`src/rtl/alu_control_seq.sv`:
```
// alu_control_seq: registered RV32I/M ALU-control decoder with valid/ready handshake and MDU latency sequencing
module alu_control_seq #(
  parameter int M_EXT = 1,
  parameter int MUL_CYCLES = 2,
  parameter int DIV_CYCLES = 32
) (
  input  logic       clk,
  input  logic       rst,
  input  logic       in_valid,
  output logic       in_ready,
  input  logic [1:0] in_alu_op,
  input  logic [2:0] in_funct3,
  input  logic [6:0] in_funct7,
  input  logic       flush,
  input  logic       ex_ready,
  output logic       out_valid,
  output logic [4:0] out_alu_op,
  output logic       out_illegal,
  output logic       out_mdu_start,
  output logic       out_mdu_kill
);
  localparam int MAX_LAT = MUL_CYCLES > DIV_CYCLES ? MUL_CYCLES : DIV_CYCLES;
  localparam int CW = $clog2(MAX_LAT + 1);
  localparam logic [CW-1:0] MUL_L = CW'(MUL_CYCLES - 1);
  localparam logic [CW-1:0] DIV_L = CW'(DIV_CYCLES - 1);
  localparam logic [4:0] OP_AND = 5'b00000, OP_OR = 5'b00001, OP_ADD = 5'b00010, OP_XOR = 5'b00011;
  localparam logic [4:0] OP_SLL = 5'b00100, OP_SRL = 5'b00101, OP_SUB = 5'b00110, OP_SRA = 5'b00111;
  localparam logic [4:0] OP_SLT = 5'b01000, OP_SLTU = 5'b01001;
  typedef enum logic {IDLE, MDU} state_t;
  state_t state, state_n;
  logic [CW-1:0] cnt, cnt_n;
  logic [4:0] base, dec_op, op_n;
  logic dec_ill, dec_m, ill_n, valid_n, start_n, kill_n, accept;
  logic f7z, f7s, f7m, shift;
  assign f7z = in_funct7 == 7'b0000000;
  assign f7s = in_funct7 == 7'b0100000;
  assign f7m = in_funct7 == 7'b0000001;
  assign shift = in_funct3[1:0] == 2'b01;
  always_comb begin
    case (in_funct3)
      3'b000: base = OP_ADD;
      3'b001: base = OP_SLL;
      3'b010: base = OP_SLT;
      3'b011: base = OP_SLTU;
      3'b100: base = OP_XOR;
      3'b101: base = OP_SRL;
      3'b110: base = OP_OR;
      default: base = OP_AND;
    endcase
  end
  always_comb begin
    dec_op = OP_ADD;
    dec_ill = 1'b0;
    dec_m = 1'b0;
    case (in_alu_op)
      2'b01: begin
        dec_ill = in_funct3[2:1] == 2'b01;
        dec_op = ~in_funct3[2] ? OP_SUB : in_funct3[1] ? OP_SLTU : OP_SLT;
      end
      2'b11: begin
        dec_op = (shift & f7s & in_funct3[2]) ? OP_SRA : base;
        dec_ill = shift & ~f7z & ~(f7s & in_funct3[2]);
      end
      2'b10: begin
        dec_m = f7m & (M_EXT != 0);
        dec_op = dec_m ? {2'b10, in_funct3} :
                 (f7s & in_funct3 == 3'b101) ? OP_SRA :
                 (f7s & in_funct3 == 3'b000) ? OP_SUB : base;
        dec_ill = ~(f7z | dec_m | (f7s & (in_funct3 == 3'b000 | in_funct3 == 3'b101)));
      end
      default: ;
    endcase
    if (dec_ill) dec_op = OP_ADD;
  end
  assign in_ready = (state == IDLE) & (~out_valid | ex_ready);
  assign accept = in_valid & in_ready & ~flush;
  always_comb begin
    state_n = state;
    cnt_n = cnt;
    valid_n = out_valid;
    op_n = out_alu_op;
    ill_n = out_illegal;
    start_n = 1'b0;
    kill_n = 1'b0;
    if (flush) begin
      state_n = IDLE;
      cnt_n = '0;
      valid_n = 1'b0;
      kill_n = (state == MDU) | out_mdu_start;
    end else if (state == MDU) begin
      valid_n = cnt == '0;
      state_n = cnt == '0 ? IDLE : MDU;
      cnt_n = cnt == '0 ? cnt : cnt - 1'b1;
    end else if (accept) begin
      op_n = dec_op;
      ill_n = dec_ill;
      valid_n = ~dec_m;
      start_n = dec_m;
      state_n = dec_m ? MDU : IDLE;
      cnt_n = dec_m ? (in_funct3[2] ? DIV_L : MUL_L) : cnt;
    end else if (ex_ready) begin
      valid_n = 1'b0;
    end
  end
  always_ff @(posedge clk) begin
    if (rst) begin
      state <= IDLE;
      cnt <= '0;
      out_valid <= 1'b0;
      out_alu_op <= OP_ADD;
      out_illegal <= 1'b0;
      out_mdu_start <= 1'b0;
      out_mdu_kill <= 1'b0;
    end else begin
      state <= state_n;
      cnt <= cnt_n;
      out_valid <= valid_n;
      out_alu_op <= op_n;
      out_illegal <= ill_n;
      out_mdu_start <= start_n;
      out_mdu_kill <= kill_n;
    end
  end
endmodule

```
`config.mk`:
```
export PLATFORM = sky130hd
export DESIGN_NAME = alu_control_seq
export DESIGN_NICKNAME = d
export VERILOG_FILES = /design/src/rtl/alu_control_seq.sv
export SDC_FILE = /design/constraint.sdc
export NUM_CORES = 1
export LEC_CHECK = 0
export BUFFER_PORTS_ARGS = -buffer_cell sky130_fd_sc_hd__buf_4
export CAP_MARGIN = 5
export CORE_UTILIZATION = 43
export CTS_BUF_LIST = sky130_fd_sc_hd__clkbuf_8
export CTS_CLUSTER_SIZE = 30
export DETAILED_ROUTE_END_ITERATION = 8
export HOLD_SLACK_MARGIN = 0.15
export PLACE_DENSITY = 0.76
export SYNTH_ARGS = -nofsm -noshare
export SYNTH_HDL_FRONTEND = slang
export SYNTH_SLANG_ARGS = --single-unit
```
`constraint.sdc`:
```
create_clock -name clk -period 1.96 [get_ports clk]
set_input_delay 0.392 -clock clk [delete_from_list [all_inputs] [get_ports clk]]
set_output_delay 0.392 -clock clk [all_outputs]
set_load 0.1 [all_outputs]
```
==> flow_summary.yaml <==
outcome:
  status: "finished, final reports clean"
sta:
  max_freq_mhz: 532.6
  fin_ws_ns: 0.08241
  post-route-period-util_pct: 95.80
  finalHoldViolations: 0
  rsz0062_at_grt: "false"
  maxSlewViolCount: 0
  slew_headroom_pct: 72.16
  fin_crit_ns: 1.878
  setup_viol: 0
  clock-skew-final_ns: 0.0003769
  max_slew.worst_pin.slew_ns: 0.4170
finish:
  finish.utilization_pct: 58.66
  final_common_cell: "buf_4"
  final_nets: 179
  diodes: 0
  layout.cells.non_filler: 186
  final_layout_size_suffix_gt1_share_pct: 25.95
  fillers: 216
  areaGrowthSynthToFinish_pct: 28.00
  final_cell_mix: "buf_4 (29), nand2_1 (18), dfxtp_1 (16), nor2_1 (12), a21oi_1 (9)"
floorplanning:
  num_rows: 17
  die_h_um: 50.79
  fp.dieArea_um2: 2579
  initial_utilization_pct: 45.83
  die_w_um: 50.79
  ioPinCount: 27
  coreArea_um2: 2233
placement:
  placed_cells: 183
  place_ws_ns: -0.1765
  hpwl_mm: 1.957
  place_congestion: 0.9150
  port_buffers: 26
critical_path:
  cp-end-kind: "flop"
  critPathLaunchType: "input pin"
  critical_path_peak_fanout: 4
  cp.required_ns: 2.15
  crit_arrival_ns: 2.07
  path_class: "in2reg"
route:
  ant_nets: 0
  drt_wl_total_mm: 2.583
  drtIter0Drc: 27
  via_count: 1070
  drc: 0
  drtPass1Iterations: 4
  routedWlPerCell_um: 13.89
  detail_route.vias_per_cell: 5.753
clocking:
  clk_pin_slew_worst_paths_ns: 0.06
  clockRootBuffer: "clkbuf_8"
  h-tree-depth: 1
  cts_setup_buffers: 0
  cts_resized: 0
  clockBufferDepth: 2
  clk_latency_ns: 0.25
  cts_tree: "done"
  clkSinkCount: 16
  hold_buffers: 0
  cts_buffers: 3
power_and_ir_drop:
  power_mw: 0.7305
  p_leak_nw: 0.5400
  powerDensity_nw_per_um2: 557.6
  peakVddDrop_uv: 505.7
global_route:
  antenna_found_initial: 0
  grt_overflow: 0
  grt_max_degree: 14
  grt_pass1_wl_mm: 4.381
  grt_usage_pct: 22.59
  grt_pass1_vias: 1028
run:
  drv_cap: 0
synthesis:
  syn-num-nets: 152
  syn_area_um2: 1023
  ys_ff_latch: 16
  yosysWarningCount: 0
  yosysSeqAreaShare_pct: 31.30
  async_flop_share_pct: 0
  synthDistinctLibCells: 44
  synth_edf_count: 0
  synthCells: 133
  synthFlopType: "dfxtp_1"
  avgSynthCellArea_um2: 7.695
hold_path:
  hold_path_class: "in2reg"
-- where the power goes --
group,switching (mW),internal [mW],total (mW)
combinational,0.0998,0.0551,0.155
clock,0.107,0.136,0.244
sequential,0.00232,0.330,0.332
total,0.209,0.521,0.730
-- cell type report --
class	count	area (um2)	share of cell area, %
Multi-Input combinational cell	104	673.1	51.38
Sequential cell	16	320.3	24.45
Timing Repair Buffer	29	217.7	16.62
Clock buffer	3	41.29	3.152
Tap cell	28	35.03	2.674
Inverter	6	22.52	1.719
-- worst max-delay path, cell delays in order --
cell and delay, ns:
buf_4 0.11, or4_4 0.58, nor3_4 0.24, mux2_4 0.32, a2111o_1 0.36, nand3_1 0.07
-- registers in the layout, summed over array words and instances (netlist names) --
signal         count
out_alu_op         5
out_illegal        1
cnt                6
state              1
out_valid          1
out_mdu_start      1
out_mdu_kill       1
-- metal layers --
| metal | share of wire (%) | global-route usage (%) |
|---|---|---|
| met1 | 45 | 28.04 |
| met4 | 0.97 | 9.259 |
| met3 | 5.6 | 5.455 |
| met2 | 49 | 37.11 |
| met5 | 0 | 0 |
-- per-stage QoR --
stage / setup TNS, ns / hold WS (ns) / instance area (um2)
after floorplan: -0.004132 / 0.4623 / 1046
after global placement: -0.2770 / 0.4452 / 1269
after detailed placement: -0.4494 / 0.4494 / 1269
after CTS: 0 / 0.3571 / 1310
after global routing: 0 / 0.3706 / 1310
final: 0 / 0.3585 / 1310
-- cell usage after synthesis (3+ instances only) --
| cell type | count | area [um2] |
|---|---|---|
| clkbuf_1 | 3 | 11.26 |
| buf_2 | 3 | 15.01 |
| nand3_1 | 4 | 20.02 |
| inv_1 | 6 | 22.52 |
| o21ai_0 | 4 | 20.02 |
| a22o_1 | 3 | 26.28 |
| nand2_1 | 18 | 67.56 |
| a21oi_1 | 9 | 45.04 |
| dfxtp_1 | 16 | 320.3 |
| nand2b_1 | 4 | 25.02 |
| nor2_1 | 13 | 48.80 |
| nor2b_1 | 6 | 37.54 |
| a31oi_1 | 4 | 25.02 |
-- final timing paths --
check                                  start                    endpoint  slack (ns)  cells after the start
hold reg to reg   out_alu_op[4]$_SDFFE_PP0P_  out_alu_op[4]$_SDFFE_PP0P_        0.46                      2
setup / recovery                in_funct7[2]  out_alu_op[1]$_SDFFE_PP1P_        0.08                      6
setup reg to reg            state$_SDFF_PP0_         cnt[4]$_SDFFE_PP0P_        0.34                      5
hold / removal                           rst  out_alu_op[4]$_SDFFE_PP0P_        0.36                      2
-- kinds of logic (layout without fill, tap and decap cells) --
logic type | after synthesis | count (layout) | synth area share (%)
and+or+nand+nor | 60 | 60 | 31.30
AOI/OAI and AO/OA | 40 | 40 | 27.87
DFF | 16 | 16 | 31.30
buffers and inverters | 13 | 38 | 5.133
adders and majority gates | 2 | 2 | 2.445
xor gates and xnor gates | 1 | 1 | 0.8559
muxes | 1 | 1 | 1.100
(Power assumes the default switching activity.)
